<file path="src/rtl/sr_pulse_sequencer.sv">
// rtl/sr_pulse_sequencer.sv - round-robin SET/CLR pulse sequencer for an SR latch bank
// Optional Q readback check enabled by defining SR_SEQ_READBACK_EN.
module sr_pulse_sequencer #(
   parameter int WIDTH     = 2,
   parameter int IDX_W     = 1,
   parameter int PULSE_CYC = 5,
   parameter int HOLD_CYC  = 5
) (
   input  logic             clk,
   input  logic             rst_n,
   input  logic             a_valid,
   output logic             a_ready,
   input  logic             a_op,
   input  logic [IDX_W-1:0] a_idx,
   input  logic             b_valid,
   output logic             b_ready,
   input  logic             b_op,
   input  logic [IDX_W-1:0] b_idx,
   output logic [WIDTH-1:0] SET,
   output logic [WIDTH-1:0] CLR,
   input  logic [WIDTH-1:0] q_in,
   output logic [WIDTH-1:0] mirror,
   output logic             busy,
   output logic             err,
   output logic [IDX_W-1:0] err_idx,
   input  logic             err_clr
);

   typedef enum logic [1:0] {IDLE, PULSE, HOLD} state_t;

   state_t           state, state_nxt;
   logic [7:0]       cnt, cnt_nxt;
   logic             rr, rr_nxt;
   logic             op_q, op_nxt;
   logic [IDX_W-1:0] idx_q, idx_nxt;
   logic [WIDTH-1:0] set_nxt, clr_nxt, mirror_nxt;
   logic             chk, chk_nxt;
   logic             chk_now;

   // Out-of-range indices decode to all zeros, so they pulse nothing and leave mirror alone.
   function automatic logic [WIDTH-1:0] dec(input logic [IDX_W-1:0] i);
      logic [WIDTH-1:0] v;
      v = '0;
      for (int n = 0; n < WIDTH; n++) begin
         v[n] = (i == IDX_W'(n));
      end
      return v;
   endfunction

   always_ff @(posedge clk) begin
      if (!rst_n) begin
         state  <= IDLE;
         cnt    <= '0;
         rr     <= 1'b0;
         op_q   <= 1'b0;
         idx_q  <= '0;
         SET    <= '0;
         CLR    <= '0;
         mirror <= '0;
         chk    <= 1'b0;
      end else begin
         state  <= state_nxt;
         cnt    <= cnt_nxt;
         rr     <= rr_nxt;
         op_q   <= op_nxt;
         idx_q  <= idx_nxt;
         SET    <= set_nxt;
         CLR    <= clr_nxt;
         mirror <= mirror_nxt;
         chk    <= chk_nxt;
      end
   end

   always_comb begin
      state_nxt  = state;
      cnt_nxt    = cnt;
      rr_nxt     = rr;
      op_nxt     = op_q;
      idx_nxt    = idx_q;
      set_nxt    = SET;
      clr_nxt    = CLR;
      mirror_nxt = mirror;
      chk_nxt    = 1'b0;
      a_ready    = 1'b0;
      b_ready    = 1'b0;
      case (state)
         IDLE: begin
            // rr = 0 favours A, rr = 1 favours B when both are valid
            a_ready = a_valid & (~b_valid | ~rr);
            b_ready = b_valid & (~a_valid | rr);
            if (a_ready) begin
               op_nxt  = a_op;
               idx_nxt = a_idx;
               rr_nxt  = 1'b1;
            end else if (b_ready) begin
               op_nxt  = b_op;
               idx_nxt = b_idx;
               rr_nxt  = 1'b0;
            end
            if (a_ready | b_ready) begin
               state_nxt = PULSE;
               cnt_nxt   = '0;
               set_nxt   = op_nxt ? dec(idx_nxt) : '0;
               clr_nxt   = op_nxt ? '0 : dec(idx_nxt);
            end
         end
         PULSE: begin
            if (cnt == 8'(PULSE_CYC - 1)) begin
               set_nxt    = '0;
               clr_nxt    = '0;
               mirror_nxt = (mirror & ~dec(idx_q)) | (dec(idx_q) & {WIDTH{op_q}});
               cnt_nxt    = '0;
               if (HOLD_CYC == 0) begin
                  state_nxt = IDLE;
                  chk_nxt   = 1'b1;
               end else begin
                  state_nxt = HOLD;
               end
            end else begin
               cnt_nxt = cnt + 8'd1;
            end
         end
         HOLD: begin
            if (cnt == 8'(HOLD_CYC - 1)) begin
               state_nxt = IDLE;
               cnt_nxt   = '0;
            end else begin
               cnt_nxt = cnt + 8'd1;
            end
         end
         default: state_nxt = IDLE;
      endcase
   end

   assign busy    = (state != IDLE);
   assign chk_now = chk | ((state == HOLD) && (cnt == 8'(HOLD_CYC - 1)));

`ifdef SR_SEQ_READBACK_EN
   logic mism;
   assign mism = |(dec(idx_q) & (q_in ^ {WIDTH{op_q}}));

   always_ff @(posedge clk) begin
      if (!rst_n) begin
         err     <= 1'b0;
         err_idx <= '0;
      end else if (err_clr) begin
         err     <= 1'b0;
         err_idx <= '0;
      end else if (chk_now && mism && !err) begin
         err     <= 1'b1;
         err_idx <= idx_q;
      end
   end
`else
   logic unused_rb;
   assign unused_rb = ^{q_in, err_clr, chk_now};
   assign err       = 1'b0;
   assign err_idx   = '0;
`endif

endmodule

</file>
<file path="config.mk">
export PLATFORM = sky130hd
export DESIGN_NAME = sr_pulse_sequencer
export DESIGN_NICKNAME = d
export VERILOG_FILES = /design/src/rtl/sr_pulse_sequencer.sv
export SDC_FILE = /design/constraint.sdc
export NUM_CORES = 1
export LEC_CHECK = 0
export CAP_MARGIN = 20
export CORE_MARGIN = 2
export CORE_UTILIZATION = 41
export DETAILED_ROUTE_END_ITERATION = 8
export HOLD_SLACK_MARGIN = 0.05
export MAX_ROUTING_LAYER = met4
export PLACE_DENSITY_LB_ADDON = 0.1
export SKIP_CTS_REPAIR_TIMING = 1
export SYNTH_ARGS = -nofsm -noshare
export SYNTH_HDL_FRONTEND = slang
export SYNTH_SLANG_ARGS = --single-unit
</file>
<file path="constraint.sdc">
create_clock -name clk -period 3.7 [get_ports clk]
set_clock_uncertainty 0.05 [all_clocks]
set_input_delay 0.555 -clock clk [delete_from_list [all_inputs] [get_ports clk]]
set_output_delay 0.555 -clock clk [all_outputs]
set_load 0.01 [all_outputs]
</file>
==> impl_metrics.env <==
export IMPL_postPlaceCellArea_um2=1270
export IMPL_synthArstFlopShare=0
export IMPL_yosysSeqAreaShare=0.346
export IMPL_synth_area_um2=1100
export IMPL_die_w_um=55.8
export IMPL_diodes=0
export IMPL_crit_required_ps=3090
export IMPL_antenna_found_initial=0
export IMPL_rsz0062_at_grt="false"
export IMPL_cts_num_sinks=19
export IMPL_rrSetupSlack_ps=1710
export IMPL_synth_edff_count=0
export IMPL_hold_path_class="reg -> reg"
export IMPL_synth_warnings=0
export IMPL_ant_nets=0
export IMPL_htreeDepth=1
export IMPL_worst_ep_arrival_time_ps=2100
export IMPL_dr_first_iter_drc_count=23
export IMPL_cts_buffers=3
export IMPL_wl_met3_um=61
export IMPL_reg2reg_to="cnt[5]"
export IMPL_drive_gt1_frac=0.0780
export IMPL_crit_family="buffers and inverters"
export IMPL_grt_ovfl_total=0
export IMPL_hpwl_um=1640
export IMPL_die_h_um=55.8
export IMPL_rows=18
export IMPL_wl_per_cell_um=12.7
export IMPL_min_from="CLR[1]"
export IMPL_nets=160
export IMPL_clock_latency_ps=300
export IMPL_clkTransAtPathRegs_ps=120
export IMPL_cp_slowest_cell="clkdlybuf4s50_1"
export IMPL_place_congestion=0.699
export IMPL_p_per_area_nw_per_um2=563
export IMPL_layout_commonest_cell="dfxtp_1"
export IMPL_critPathKind="in -> out"
export IMPL_top_layer="met4"
export IMPL_wl_met2_um=1030
export IMPL_timing_final_crit_period_ps=2700
export IMPL_fmax_ghz=0.370
export IMPL_finalSetupViolCount=0
export IMPL_syn_avg_cell_area_um2=8.80
export IMPL_dieArea_um2=3110
export IMPL_routed_wl_um=2170
export IMPL_clock_root_buffer="clkbuf_4"
export IMPL_hold_end="CLR[1]"
export IMPL_portBuffers=16
export IMPL_vias=894
export IMPL_syn_inst=125
export IMPL_finalHoldViolCount=0
export IMPL_tns_ps=0
export IMPL_start_util=0.440
export IMPL_grtUsageTotal=0.154
export IMPL_clockBufferDepth=2
export IMPL_finish_instance_area_um2=1290
export IMPL_synth_top_area_share=0.346
export IMPL_reg2reg_from="state[1]"
export IMPL_io_pin_count=22
export IMPL_leakage_nw=0.513
export IMPL_dr_pass1_iters=4
export IMPL_path_cells="clkdlybuf4s50_1 > a21bo_2 > nor2_1 > clkdlybuf4s50_1"
export IMPL_drc=0
export IMPL_start_kind="input pin"
export IMPL_drt_met1_wl_um=1050
export IMPL_dp_slack_ps=983
export IMPL_yosys_most_used_dff="dfxtp_1"
export IMPL_grt_pass1_wl_um=3750
export IMPL_whs_ps=431
export IMPL_fin_ws_ps=999
export IMPL_grt_pass1_vias=868
export IMPL_worst_path_buf_inv=2
export IMPL_via_per_inst=5.23
export IMPL_min_path_cells=2
export IMPL_final_cell_mix="dfxtp_1, nor2_1, clkdlybuf4s50_1, nand2_1, inv_1"
export IMPL_cpMostUsedCell="clkdlybuf4s50_1"
export IMPL_critPathMaxFanout=7
export IMPL_r2r_cells=6
export IMPL_syn_to_final_growth_pct=17.6
export IMPL_status="finished clean"
export IMPL_synth_area_leaders="dfxtp_1, ha_1, mux2i_1"
export IMPL_max_cap_violations=0
export IMPL_ys_ff_latch=19
export IMPL_period_share=0.730
export IMPL_grt_max_degree=13
export IMPL_cts_tree="built"
export IMPL_peakVddDrop_uv=283
export IMPL_yosysTopAreaCell="dfxtp_1"
export IMPL_max_stage_delay_ps=630
export IMPL_core_um2=2500
export IMPL_slew_viol_final=0
export IMPL_synth_cell_types=41
export IMPL_cp_end_kind="output port"
## metrics by stage
step,util,instances,total power (W)
4_1_cts,0.518,171,0.000741
3_5_place_dp,0.507,167,0.000631
5_1_grt,0.518,171,0.000792
6_report,0.518,171,0.000728
3_3_place_gp,0.507,167,0.000623
2_1_floorplan,-,126,0.000531
## report_power, final
part	switching, W	leakage (nW)	internal [W]
sequential	0.0000294	0.155	0.000238
clock	0.0000679	0.0177	0.0000403
combinational	0.000191	0.341	0.000161
## worst min-delay path, cell delays in order, from the launching register on
cell,delay [ps]
dfxtp_1,330
nand2_1,50
o22ai_1,60
## how the worst max path moves through the flow
stage	start	to	slack [ps]	depth (start not counted)
finish	a_valid	a_ready	1000	4
global route	a_valid	a_ready	920	4
CTS	a_valid	a_ready	980	4
global placement	a_valid	a_ready	1000	4
floorplan	state[0]	cnt[6]	1940	7
detailed placement	a_valid	a_ready	980	4
## cell type report
class	count	area, um^2
Tap cell	30	37.5
Multi-Input combinational cell	94	658
Timing Repair Buffer	16	160
Inverter	8	30.0
Fill cell	241	1210
Clock buffer	3	22.5
Clock inverter	1	5.00
Sequential cell	19	380
## layer usage
metal  vias to the layer above  track usage
met2                        17        0.241
met5                         -            -
met1                       411        0.197
li1                        461            -
met4                         0       0.0523
met3                         5       0.0302
## cell usage after synthesis (2+ instances only)
library cell  number
a21oi_1            5
a31oi_1            2
buf_4              2
dfxtp_1           19
ha_1               7
inv_1              8
mux2i_1            6
nand2_1           13
nand3_1            3
nand4_1            2
nor2_1            16
nor2b_1            2
nor3_1             2
nor3b_1            3
o21ai_0            2
o22ai_1            4
xnor2_1            5
## cell families (layout without fill, tap and decap cells)
| kind of cell | count (synthesis) | in the layout | share of synthesized area |
|---|---|---|---|
| muxes | 7 | 7 | 0.0648 |
| DFF | 19 | 19 | 0.346 |
| xor gates and xnor gates | 5 | 5 | 0.0398 |
| buffers and inverters | 13 | 28 | 0.0591 |
| adders and majority gates | 7 | 7 | 0.0796 |
| other | 1 | 2 | 0.00341 |
| and+or+nand+nor | 51 | 51 | 0.263 |
| AOI/OAI and AO/OA | 22 | 22 | 0.144 |
(Power assumes the default switching activity.)
